[src/rtl/rgb_pwm_pkg.sv]
// Shared types and constants for the RGB PWM fader.
//   DUTY_W       : width of one colour channel duty value
//   rgb_t        : packed {r, g, b} duty triple, r in the MSBs
//   fade_state_t : command FSM states
package rgb_pwm_pkg;

  localparam int DUTY_W = 8;

  typedef struct packed {
    logic [DUTY_W-1:0] r;
    logic [DUTY_W-1:0] g;
    logic [DUTY_W-1:0] b;
  } rgb_t;

  typedef enum logic {
    IDLE,
    FADE
  } fade_state_t;

endpackage

[src/rtl/rgb_pwm_fader_if.sv]
// Colour command handshake between a command source and the fader.
//   cmd_valid : source has a command
//   cmd_ready : fader can accept a command
//   cmd_rgb   : target duty {R, G, B}
//   cmd_fade  : 1 = ramp to target, 0 = apply immediately
interface rgb_pwm_fader_if;

  logic               cmd_valid;
  logic               cmd_ready;
  rgb_pwm_pkg::rgb_t  cmd_rgb;
  logic               cmd_fade;

  modport master (output cmd_valid, output cmd_rgb, output cmd_fade, input  cmd_ready);
  modport slave  (input  cmd_valid, input  cmd_rgb, input  cmd_fade, output cmd_ready);

endinterface

[src/rtl/pwm_channel.sv]
// One PWM colour channel: working duty (cur), period-latched active duty
// (act), fade target (tgt), fade stepping and the registered PWM output.
//   clk, rst      : clock, synchronous active-high reset
//   pwm_cnt_i     : shared PWM counter
//   wrap_i        : last clock of a PWM period
//   load_cur_i    : immediate command, cur <= duty_i
//   load_tgt_i    : fade command, tgt <= duty_i
//   step_en_i     : fade in progress, step cur toward tgt on wrap
//   duty_i        : commanded duty for this channel
//   pwm_o         : PWM output bit
//   at_target_o   : cur will equal tgt after this clock edge
//   cur_o         : current working duty
module pwm_channel
  import rgb_pwm_pkg::*;
(
  input  logic              clk,
  input  logic              rst,
  input  logic [DUTY_W-1:0] pwm_cnt_i,
  input  logic              wrap_i,
  input  logic              load_cur_i,
  input  logic              load_tgt_i,
  input  logic              step_en_i,
  input  logic [DUTY_W-1:0] duty_i,
  output logic              pwm_o,
  output logic              at_target_o,
  output logic [DUTY_W-1:0] cur_o
);

  logic [DUTY_W-1:0] cur_q, cur_d;
  logic [DUTY_W-1:0] act_q;
  logic [DUTY_W-1:0] tgt_q;
  logic              pwm_q;

  // NOTE: cur_d gets its hold value first so every path assigns it and no latch is inferred.
  always_comb begin
    cur_d = cur_q;
    if (load_cur_i) begin
      cur_d = duty_i;
    end else if (step_en_i && wrap_i) begin
      if (cur_q < tgt_q) begin
        cur_d = cur_q + DUTY_W'(1);
      end else if (cur_q > tgt_q) begin
        cur_d = cur_q - DUTY_W'(1);
      end
    end
  end

  // Looks at the post-step value so the FSM can leave FADE on the final wrap.
  assign at_target_o = (cur_d == tgt_q);
  assign cur_o       = cur_q;
  assign pwm_o       = pwm_q;

  // NOTE: non-blocking assignments, so act_q captures the pre-edge cur_q on wrap.
  always_ff @(posedge clk) begin
    if (rst) begin
      cur_q <= '0;
      act_q <= '0;
      tgt_q <= '0;
      pwm_q <= 1'b0;
    end else begin
      cur_q <= cur_d;
      if (load_tgt_i) tgt_q <= duty_i;
      if (wrap_i)     act_q <= cur_q;
      // Duty 255 is high for counts 0..254 only; duty 0 never goes high.
      pwm_q <= (pwm_cnt_i < act_q);
    end
  end

endmodule

[src/rtl/rgb_pwm_fader.sv]
// Three-channel 8-bit PWM generator with a linear fade engine.
//   PRESCALE  : clocks per PWM counter step (>= 1); period = 256*PRESCALE
//   clk, rst  : clock, synchronous active-high reset
//   cmd       : colour command handshake (slave side)
//   busy_o    : fade in progress
//   pwm_out_o : [0]=R, [1]=G, [2]=B, to the LED pad driver din
module rgb_pwm_fader
  import rgb_pwm_pkg::*;
#(
  parameter int PRESCALE = 4
) (
  input  logic           clk,
  input  logic           rst,
  rgb_pwm_fader_if.slave cmd,
  output logic           busy_o,
  output logic [2:0]     pwm_out_o
);

  localparam int PRE_W = (PRESCALE > 1) ? $clog2(PRESCALE) : 1;

  logic [PRE_W-1:0]  pre_q;
  logic [DUTY_W-1:0] pwm_cnt_q;
  fade_state_t       state_q;

  logic        tick, wrap, fading, accept, load_cur, load_tgt;
  rgb_t        cmd_duty, cur_duty;
  logic [2:0]  at_target;
  logic [DUTY_W-1:0] cur_r, cur_g, cur_b;

  assign tick   = (pre_q == PRE_W'(PRESCALE - 1));
  assign wrap   = tick && (pwm_cnt_q == '1);
  assign fading = (state_q == FADE);

  assign cmd.cmd_ready = !fading;
  assign busy_o        = fading;

  assign cmd_duty = cmd.cmd_rgb;
  assign cur_duty = '{r: cur_r, g: cur_g, b: cur_b};
  assign accept   = cmd.cmd_valid && !fading;
  assign load_cur = accept && !cmd.cmd_fade;
  // A fade to the colour already held is a no-op and never enters FADE.
  assign load_tgt = accept && cmd.cmd_fade && (cmd_duty != cur_duty);

  always_ff @(posedge clk) begin
    if (rst) begin
      pre_q     <= '0;
      pwm_cnt_q <= '0;
      state_q   <= IDLE;
    end else begin
      pre_q <= tick ? '0 : pre_q + PRE_W'(1);
      if (tick) pwm_cnt_q <= pwm_cnt_q + DUTY_W'(1);
      case (state_q)
        IDLE:    if (load_tgt) state_q <= FADE;
        FADE:    if (wrap && (&at_target)) state_q <= IDLE;
        default: state_q <= IDLE;
      endcase
    end
  end

  pwm_channel u_ch_r (
    .clk(clk), .rst(rst), .pwm_cnt_i(pwm_cnt_q), .wrap_i(wrap),
    .load_cur_i(load_cur), .load_tgt_i(load_tgt), .step_en_i(fading),
    .duty_i(cmd_duty.r), .pwm_o(pwm_out_o[0]), .at_target_o(at_target[0]), .cur_o(cur_r)
  );

  pwm_channel u_ch_g (
    .clk(clk), .rst(rst), .pwm_cnt_i(pwm_cnt_q), .wrap_i(wrap),
    .load_cur_i(load_cur), .load_tgt_i(load_tgt), .step_en_i(fading),
    .duty_i(cmd_duty.g), .pwm_o(pwm_out_o[1]), .at_target_o(at_target[1]), .cur_o(cur_g)
  );

  pwm_channel u_ch_b (
    .clk(clk), .rst(rst), .pwm_cnt_i(pwm_cnt_q), .wrap_i(wrap),
    .load_cur_i(load_cur), .load_tgt_i(load_tgt), .step_en_i(fading),
    .duty_i(cmd_duty.b), .pwm_o(pwm_out_o[2]), .at_target_o(at_target[2]), .cur_o(cur_b)
  );

endmodule

[src/flat_wrapper.sv]
// flat-port wrapper written by rule: the top's interface ports become plain ports
module rgb_pwm_fader_flat import rgb_pwm_pkg::*;
#(
  parameter int PRESCALE = 4
)
  (clk, rst, busy_o, pwm_out_o, cmd_cmd_valid, cmd_cmd_rgb, cmd_cmd_fade, cmd_cmd_ready);
  rgb_pwm_fader_if cmd_i ();
  input  logic clk;
  input  logic rst;
  output logic busy_o;
  output logic [2:0] pwm_out_o;
  input wire logic [$bits(cmd_i.cmd_valid)-1:0] cmd_cmd_valid;
  input wire logic [$bits(cmd_i.cmd_rgb)-1:0] cmd_cmd_rgb;
  input wire logic [$bits(cmd_i.cmd_fade)-1:0] cmd_cmd_fade;
  output wire logic [$bits(cmd_i.cmd_ready)-1:0] cmd_cmd_ready;
  assign cmd_i.cmd_valid = cmd_cmd_valid;
  assign cmd_i.cmd_rgb = cmd_cmd_rgb;
  assign cmd_i.cmd_fade = cmd_cmd_fade;
  assign cmd_cmd_ready = cmd_i.cmd_ready;
  rgb_pwm_fader #(.PRESCALE(PRESCALE)) u_core (.clk(clk), .rst(rst), .cmd(cmd_i), .busy_o(busy_o), .pwm_out_o(pwm_out_o));
endmodule
[config.mk]
export PLATFORM = sky130hd
export DESIGN_NAME = rgb_pwm_fader_flat
export DESIGN_NICKNAME = d
export VERILOG_FILES = /design/src/rtl/rgb_pwm_pkg.sv /design/src/rtl/rgb_pwm_fader_if.sv /design/src/rtl/pwm_channel.sv /design/src/rtl/rgb_pwm_fader.sv /design/src/flat_wrapper.sv
export SDC_FILE = /design/constraint.sdc
export NUM_CORES = 1
export LEC_CHECK = 0
export BUFFER_PORTS_ARGS = -buffer_cell sky130_fd_sc_hd__buf_2
export CAP_MARGIN = 20
export CORE_ASPECT_RATIO = 0.7
export CORE_MARGIN = 4
export CORE_UTILIZATION = 50
export CTS_CLUSTER_DIAMETER = 200
export DETAILED_ROUTE_END_ITERATION = 12
export GPL_TIMING_DRIVEN = 0
export PLACE_DENSITY = 0.74
export SLEW_MARGIN = 20
export SYNTH_ARGS = -nofsm -noshare
export SYNTH_HDL_FRONTEND = slang
export SYNTH_SLANG_ARGS = --single-unit
[constraint.sdc]
create_clock -name clk -period 7.8 [get_ports clk]
set_clock_uncertainty 0.2 [all_clocks]
set_input_delay 1.56 -clock clk [delete_from_list [all_inputs] [get_ports clk]]
set_output_delay 1.56 -clock clk [all_outputs]
set_load 0.02 [all_outputs]
==> results.yml <==
yosys:
  synthDistinctLibCells: 65
  synthFlopType: "dfxtp_1"
  synth_edf_count: 0
  synth.mux.area_fraction_pct: 2.56
  postSynth.asyncResetShare_pct: 0
  yosys-top-cells-area: "dfxtp_1 28%, ha_1 11%, nor2_1 8.6%"
  synth_xor_area_share_pct: 11.2
  synth_top_family_by_area: "simple AND/OR/NAND/NOR gates"
  yosys.area.top_type_share_pct: 27.9
  yosysTopAreaCell: "dfxtp_1"
  seq_area_frac_synth_pct: 27.9
  syn_avg_cell_area_sq_um: 7.67
  synthSimpleGateAreaFrac_pct: 22.3
  ys_ff_latch: 86
  syn_inst: 804
  netlist_area_sq_um: 6170
  synth-compound-area-share_pct: 18.4
  synth_fa_ha_area_share_pct: 10.8
  synth_warnings: 0
  synth_nets: 885
clocking:
  htreeDepth: 3
  cts_made_buffers: 9
  cts_hold_buf: 0
  tritoncts: "done"
  postCtsSetupBuffers: 0
  cts.sinks: 86
  clk_pin_slew_worst_paths_ps: 60
  root_buffer: "clkbuf_16"
  clk_path_buf_depth: 2
  worstSkewPairLatency_ps: 350
  post_cts_resized: 0
final_layout:
  area_growth_pct: 10.6
  fin_nets: 927
  diodes: 0
  fin_cells: 1008
  final_cell_mix: "142 x nor2_1, 86 x dfxtp_1, 80 x a21oi_1"
  design_area_sq_um: 6820
  final_common_cell: "nor2_1"
  drive_above_1_share_pct: 8.58
hold_path:
  min_from: "u_core.pre_q[0]"
  holdCritPathClass: "flip-flop to flip-flop"
  hold_depth: 1
  hold_end: "u_core.pre_q[0]"
critical_path:
  worstSetupPathType: "primary input to flip-flop"
  reg2reg_depth: 10
  critPathCaptureType: "flip-flop"
  critPathLaunchType: "primary input"
  r2r_start: "u_core.pwm_cnt_q[1]"
  worstPathArrival_ps: 4410
  r2r_setup_slack_ps: 4010
  critPathRequiredTime_ps: 7850
  r2r_end: "u_core.busy_o"
  path_max_fanout: 10
grt:
  grt_max_degree: 14
  grt.overflow.total: 0
  grtUsageTotal_pct: 28.7
  grt_first_pass_wirelength_um: 31400
  grt_pass1_vias: 5618
  antenna_found_initial: 0
power_and_ir_drop:
  vdd_drop_max_v: 0.000120
  p_leak_nw: 2.56
  power_density_nw_per_um2: 184
  power_w: 0.00126
sta:
  fmax_mhz: 229
  max_slew_margin_pct: 45.8
  worst_pin_slew_ps: 813
  slew_viol_final: 0
  setup_viol: 0
  fin_setup_tns_ps: 0
  hold_viol: 0
  period_share_pct: 55.9
  period_minus_slack_ps: 4360
  whs_ps: 227
  rsz0062_at_grt: "no"
detailed_routing:
  routed_wl_um: 20100
  wl_per_cell_um: 20.0
  drtIter0Drc: 616
  ant_nets: 0
  via_per_inst: 6.03
  route.detailed.drc: 0
  via_count: 6078
  drtPass1Iterations: 5
place:
  placed_area_sq_um: 6520
  hpwl_um: 15000
  placed_cells: 992
  port_buffers: 31
  place.gp.congestion: 1.02
status:
  outcome: "completed"
die:
  dieHeight_um: 101
  start_util_pct: 51.9
  rows: 33
  die_area_sq_um: 14200
  die_x_um: 141
  pin_count: 33
  core_sq_um: 11900
flow_run:
  maxCapViolCount: 0
[critical path: stages]
cell and delay (ps):
buf_2 120, or3b_2 210, clkbuf_1 480, buf_1 590, clkbuf_1 520, buf_1 600
nor2_1 90, a211oi_1 230
[registers in the layout, summed over array words and instances (netlist names)]
name and count:
u_core.pwm_cnt_q 8, u_core.u_ch_b.act_q 8, u_core.u_ch_b.cur_o 8, u_core.u_ch_b.tgt_q 8
u_core.u_ch_g.act_q 8, u_core.u_ch_g.cur_o 8, u_core.u_ch_g.tgt_q 8, u_core.u_ch_r.act_q 8
u_core.u_ch_r.cur_o 8, u_core.u_ch_r.tgt_q 8, u_core.pre_q 2, u_core.busy_o 1
u_core.u_ch_b.pwm_o 1, u_core.u_ch_g.pwm_o 1, u_core.u_ch_r.pwm_o 1
[synthesized netlist by cell type (all sizes together) (13+ instances only)]
library cell	number
a211oi	18
nor2	142
inv	54
xnor2	54
nand3	15
ha	53
o21ai	30
xor2	25
nor2b	15
nand2	38
nand4	20
nor4	13
clkbuf	34
buf	14
a21oi	83
dfxtp	86
[cell type report]
class	instances	area [sq um]
multi-input combinational	616	4030
buffer	48	216
tap	157	196
sequential	86	1720
inverter	54	203
timing repair buffer	31	155
clock inverter	3	42.5
fill	1142	5070
clock buffer	13	260
[power by group]
group / internal [W] / switching (W) / total (W)
registers: 0.000456 / 0.0000219 / 0.000478
clock network: 0.000266 / 0.000183 / 0.000449
logic: 0.000118 / 0.000212 / 0.000330
[kinds of logic after synthesis]
kind of cell,count (synthesis)
muxes,14
AOI/OAI and AO/OA,179
DFF,86
adders and majority gates,53
buffers and inverters,102
xor gates and xnor gates,79
and+or+nand+nor,291
[worst max-delay path by stage]
| stage | startpoint | to | slack [ps] | depth (start not counted) |
|---|---|---|---|---|
| 4_1_cts | cmd_cmd_valid | u_core.u_ch_r.cur_o[4] | 3620 | 8 |
| 6_report | cmd_cmd_valid | u_core.u_ch_r.cur_o[4] | 3440 | 8 |
| 3_3_place_gp | cmd_cmd_valid | u_core.u_ch_r.cur_o[6] | 3270 | 8 |
| 3_5_place_dp | cmd_cmd_valid | u_core.u_ch_r.cur_o[4] | 3280 | 8 |
| 2_1_floorplan | cmd_cmd_fade | u_core.busy_o | 4230 | 8 |
| 5_1_grt | cmd_cmd_valid | u_core.u_ch_r.cur_o[3] | 3360 | 8 |
[layer usage]
metal	wire [um]	vias to the layer above	track usage, %
li1	-	2876	-
met1	9410	2787	41.8
met2	7760	371	39.7
met3	2480	42	8.63
met4	429	2	9.38
met5	56	-	3.16
[per-stage QoR]
step,worst slack (ps),utilization [%]
CTS,3620,57.4
finish,3440,57.4
global placement,3270,54.8
detailed placement,3280,54.8
floorplan,4230,-
global route,3360,57.4
No activity file was read; power rests on OpenSTA's default activity.
